File: src/rtl/part2.sv
// Two-stage sum-of-squares accumulator: stage 1 registers the sample, stage 2
// squares it and adds it into a 20-bit saturating sum with a sticky overflow flag.
module part2 (
  input  logic        clk,
  input  logic        reset,
  input  logic [7:0]  a,
  input  logic        valid_in,
  output logic [19:0] f,
  output logic        valid_out,
  output logic        overflow
);

  localparam logic [20:0] SUM_MAX = 21'd1048575;

  logic [7:0]  a_r_q;
  logic        v_r_q;
  logic [19:0] f_q, f_d;
  logic        valid_out_q;
  logic        overflow_q, overflow_d;
  logic [15:0] sq;
  logic [20:0] sum;

  // One spare bit on the adder catches any carry out of the 20-bit sum.
  always_comb begin
    sq         = 16'(a_r_q) * 16'(a_r_q);
    sum        = {1'b0, f_q} + {5'b0, sq};
    f_d        = f_q;
    overflow_d = overflow_q;
    if (v_r_q) begin
      if (sum > SUM_MAX) begin
        f_d        = 20'hFFFFF;
        overflow_d = 1'b1;
      end else begin
        f_d = sum[19:0];
      end
    end
  end

  always_ff @(posedge clk or negedge reset) begin
    if (!reset) begin
      a_r_q       <= 8'd0;
      v_r_q       <= 1'b0;
      f_q         <= 20'd0;
      valid_out_q <= 1'b0;
      overflow_q  <= 1'b0;
    end else begin
      a_r_q       <= a;
      v_r_q       <= valid_in;
      f_q         <= f_d;
      valid_out_q <= v_r_q;
      overflow_q  <= overflow_d;
    end
  end

  assign f         = f_q;
  assign valid_out = valid_out_q;
  assign overflow  = overflow_q;

endmodule

File: config.mk
export PLATFORM = sky130hd
export DESIGN_NAME = part2
export DESIGN_NICKNAME = d
export VERILOG_FILES = /design/src/rtl/part2.sv
export SDC_FILE = /design/constraint.sdc
export NUM_CORES = 1
export LEC_CHECK = 0
export ABC_AREA = 1
export CAP_MARGIN = 30
export CORE_ASPECT_RATIO = 0.5
export CORE_MARGIN = 10
export CORE_UTILIZATION = 60
export DETAILED_ROUTE_END_ITERATION = 12
export GPL_TIMING_DRIVEN = 0
export PLACE_DENSITY = 0.82
export SYNTH_ARGS = -nofsm -noshare
export SYNTH_HDL_FRONTEND = slang
export SYNTH_SLANG_ARGS = --single-unit
export TNS_END_PERCENT = 10
File: constraint.sdc
create_clock -name clk -period 5.9 [get_ports clk]
set_clock_uncertainty 0.2 [all_clocks]
set_input_delay 1.18 -clock clk [delete_from_list [all_inputs] [get_ports clk]]
set_output_delay 1.18 -clock clk [all_outputs]
set_load 0.03 [all_outputs]
### Word level (Yosys, flattened, before mapping)

Index checks and enable logic that the tools add are counted.

* add/subtract/negate cells: 1
* multipliers: 1
* div/mod/pow operators: 0
* magnitude comparators: 1
* eq/ne operators: 0
* shift operators: 0
* multiplexer cells: 1
* bitwise logic cells: 0
* reduce and logical (&&, ||, !) cells: 1

Operators by type and width (count)
* adder 20 x 16 -> 21 bit: 1
* > comparator 21 x 20 -> 1 bit (second input constant): 1
* 2-to-1 mux 20 bit: 1
* multiplier 8 x 8 -> 16 bit: 1
* AND reduction 2 bit: 1

* bits in registers: 31
* bits in latches: 0
* bits in writable memories: 0
* memory bits (read-only): 0
* output and inout bits: 22
* memories: 0

### Longest topological paths before layout

* depth after elaboration: 4
* mapped depth: 25

### Worst setup path after synthesis

No wires, ideal clock.

* path type: register to register
* start point: register a_r_q[5]
* end point: register f_q[11] (netlist: f[11])
* setup time: 0.127 ns
* data arrival time: 4.037 ns
* required time: 5.573 ns
* slack: 1.537 ns
* cell stages (with the launch flop): 22
* buffers on the path: 2
* period minus slack after synthesis: 4.363 ns
* cell sequence: dfrtp_1 -> clkbuf_1 -> nand2_1 -> inv_1 -> fa_1 -> fa_1 -> fa_1 -> inv_1 -> fa_1 -> inv_1 -> ha_1 -> nand2_1 -> nand2_1 -> nand2_1 -> nand2_1 -> inv_2 -> nand2_1 -> nand2_1 -> nand3_2 -> nor2_4 -> buf_12 -> a21oi_4

* longest elaborated chain between the ends: 4

Ends and longest elaborated chain
* start, declared: line 15 `logic [7:0] a_r_q;`
* start signal, assigned: line 41 `a_r_q <= 8'd0;`
* start signal, assigned: line 47 `a_r_q <= a;`
* multiplier 8 x 8 -> 16 bit *: line 25 `sq = 16'(a_r_q) * 16'(a_r_q);`
* adder 20 x 16 -> 21 bit *: line 26 `sum = {1'b0, f_q} + {5'b0, sq};`
* > comparator 21 x 20 -> 1 bit: line 30 `if (sum > SUM_MAX) begin`
* 2-to-1 mux 20 bit *: line 30
* end signal, assigned: line 43 `f_q <= 20'd0;`
* end signal, assigned: line 49 `f_q <= f_d;`
* end, declared: line 17 `logic [19:0] f_q, f_d;`

Mark *: on every way between the ends. The rest lies on a longest branch, timed or not.
A chain may end at the register's enable or synchronous reset.

### Final worst setup path

* start point: register a_r_q[6]
* end point: register f_q[17] (netlist: f[17])

Same word-level chain as after synthesis.

==> metrics.txt <==
outcome=finished, final reports clean; crit path launch type=flop; Detailed Routing Iterations Pass 1=4; hold depth=0; synthesis-to-finish area growth=14.89%; Final min period=approximately 5 ns; CP required=around 6 ns; utilization after layout=around 71%; fin nets=605; first-pass GRT wire length=~14 mm; met3 routed WL=431 um; post-CTS setup buffers=0; Residual DRC=0; Post-Route WL=approximately 8.2 mm; Post-synth ARST share=between 90% and 100%; Cells after Synth=between 400 and 500; most common cell after layout, fill and taps aside=nand2_1; global route overflow=0; Wirelength per Cell=between 10 and 15 um; number of CTS-inserted buffers=5; Die Area=~10000 um2; number of synthesized flops with an enable pin=0; Max-slew headroom=49.78%; Avg Cell Area, Syn=between 7 and 8 um2; Post-CTS Hold Buffers=0; Top Ports=33; number of distinct library cells after synthesis=29; Starting Density=62.18%; final setup TNS=0 ns; final max-slew violation count=0; MaxCap Viol Count=0; Critical Path Fanout Max=10; Critical R2R Launch=a_r_q[6]; Most used DFF post-synth=dfrtp_1; core box area=6081 um2; crit end category=flop; RSZ-0062 raised after global routing=false; GP Congestion=0.9238; vias per cell=about 4.9; reg2reg setup slack=1.00 ns; Tcrit/Tclk final=between 80 and 90%; Syn Nets=around 570; Final Hold Viols=0; register area share after synthesis=between 20% and 30%; reg2reg path depth=22; clk sinks=31; commonest non-fill, non-tap cells in the layout=118 x nand2_1, 116 x inv_1, 44 x ha_1; met1 wire length=4.040 mm; Std-Cell Rows=20; final setup fails=0; Vias=between 2k and 3k; YS warnings=0; clk_lat worst skew=0.29 ns; port buffer count=32; Ant. Diodes=0; Worst Hold End=valid_out; detailed-routed wire length on met2=between 3 and 4 mm; initial antenna violation count=0; Slew @ Worst Pin=between 0.7 and 0.8 ns; fmax=approximately 0.20 GHz; vias in the first global route=approximately 3k; clock-pin slew on the worst setup and hold paths=approximately 0.050 ns; post-cts resize count=0; H-Tree Depth=2; gr usage total=17.19%; FF+latch count, synth=31; post-route ant nets=0; CTS tree=yes; Starting DRT DRC Count=roughly 180; die width=between 100 and 150 um; crit path kind=flop to flop; Worst R2R End=f[17]; Hold/Removal Path Class=flop to flop; CTS root buffer=clkbuf_16; pin count of the biggest net entering global routing=32; Highest Signal Layer=met4; HP Start=v_r_q; Worst Path Arrival=roughly 5 ns; clock tree buffer depth=2; Cell Area, Synth=3781 um2; hold_ws=between 0.15 and 0.2 ns; share of layout cells above drive strength 1=6.031%; DP HPWL=roughly 6.5 mm; Die Span Y=around 76 um
[cell families after synthesis]
group / after synthesis / synth area share [%]
AO/OA/AOI/OAI: 29 / 7.115
buffers and inverters: 126 / 12.97
AND/OR/NAND/NOR: 192 / 21.74
multiplexers: 1 / 0.2647
adder cells (fa/ha/maj): 81 / 34.15
XOR/XNOR: 14 / 3.243
flip-flops: 31 / 20.52
[synth_stat cells, drive strengths merged (2+ instances only)]
cell	instances	area share [%]
inv	117	12
nand2	120	12
nand3	12	1.7
clkbuf	7	0.70
buf	2	0.66
fa	37	20
nor2	47	5.2
o21ai	3	0.40
xnor2	7	1.6
nand3b	7	1.7
a21oi	23	6.1
nand4	2	0.33
dfrtp	31	21
xor2	7	1.6
ha	44	15
and2	3	0.56
o21bai	3	0.60
[metal layers]
layer	vias to the layer above	global-route usage (%)
li1	1484	-
met1	1401	23.27
met5	-	0
met3	10	4.276
met4	0	4.803
met2	75	26.62
[through the flow]
step	std cells	setup WS, ns	cell area (um2)
after floorplan	474	1.537	3781
after global placement	594	1.090	4212
after detailed placement	594	1.024	4207
after CTS	602	1.019	4344
after global routing	602	0.7380	4344
final	602	1.005	4344
[sequential cells by signal (all words and copies together), names as in the netlist]
| register | flops |
|---|---|
| a_r_q | 8 |
| valid_out | 1 |
| v_r_q | 1 |
| f | 20 |
| overflow | 1 |
[area by class of cell]
class	instances	area, um2
fillers	467	1737
repair buffers	32	315.3
multi-input cells	317	2515
clock inverters	1	5.005
flip-flops and latches	31	775.7
plain buffers	9	51.30
inverters	117	439.2
well taps	88	110.1
clock buffers	7	132.6
[worst max-delay path by stage]
stage / from / end / slack, ns / cells past startpoint
final: a_r_q[6] / f[17] / 1.00 / 22
after global routing: a_r_q[6] / f[8] / 0.74 / 22
after CTS: a_r_q[6] / f[17] / 1.02 / 22
after detailed placement: a_r_q[6] / f[9] / 1.02 / 22
after global placement: a_r_q[6] / f[11] / 1.09 / 22
after floorplan: a_r_q[5] / f[11] / 1.54 / 21
[critical path, stage by stage (launching register included)]
cell and delay (ns):
dfrtp_1 0.32, clkbuf_1 0.38, nand2_1 0.23, xor2_1 0.21
ha_1 0.17, o21bai_1 0.18, fa_1 0.50, fa_1 0.55
inv_1 0.06, fa_1 0.53, inv_1 0.04, ha_1 0.33
nand2_1 0.08, nand2_1 0.06, nand2_1 0.08, nand2_1 0.09
inv_2 0.08, nand2_1 0.05, nand2_1 0.08, nand3_2 0.10
nor2_4 0.18, buf_12 0.20, a21oi_4 0.06
Power is left out: the tool's default activity adds up to more than one toggle a clock period on the data nets, which glitch-free logic cannot reach.
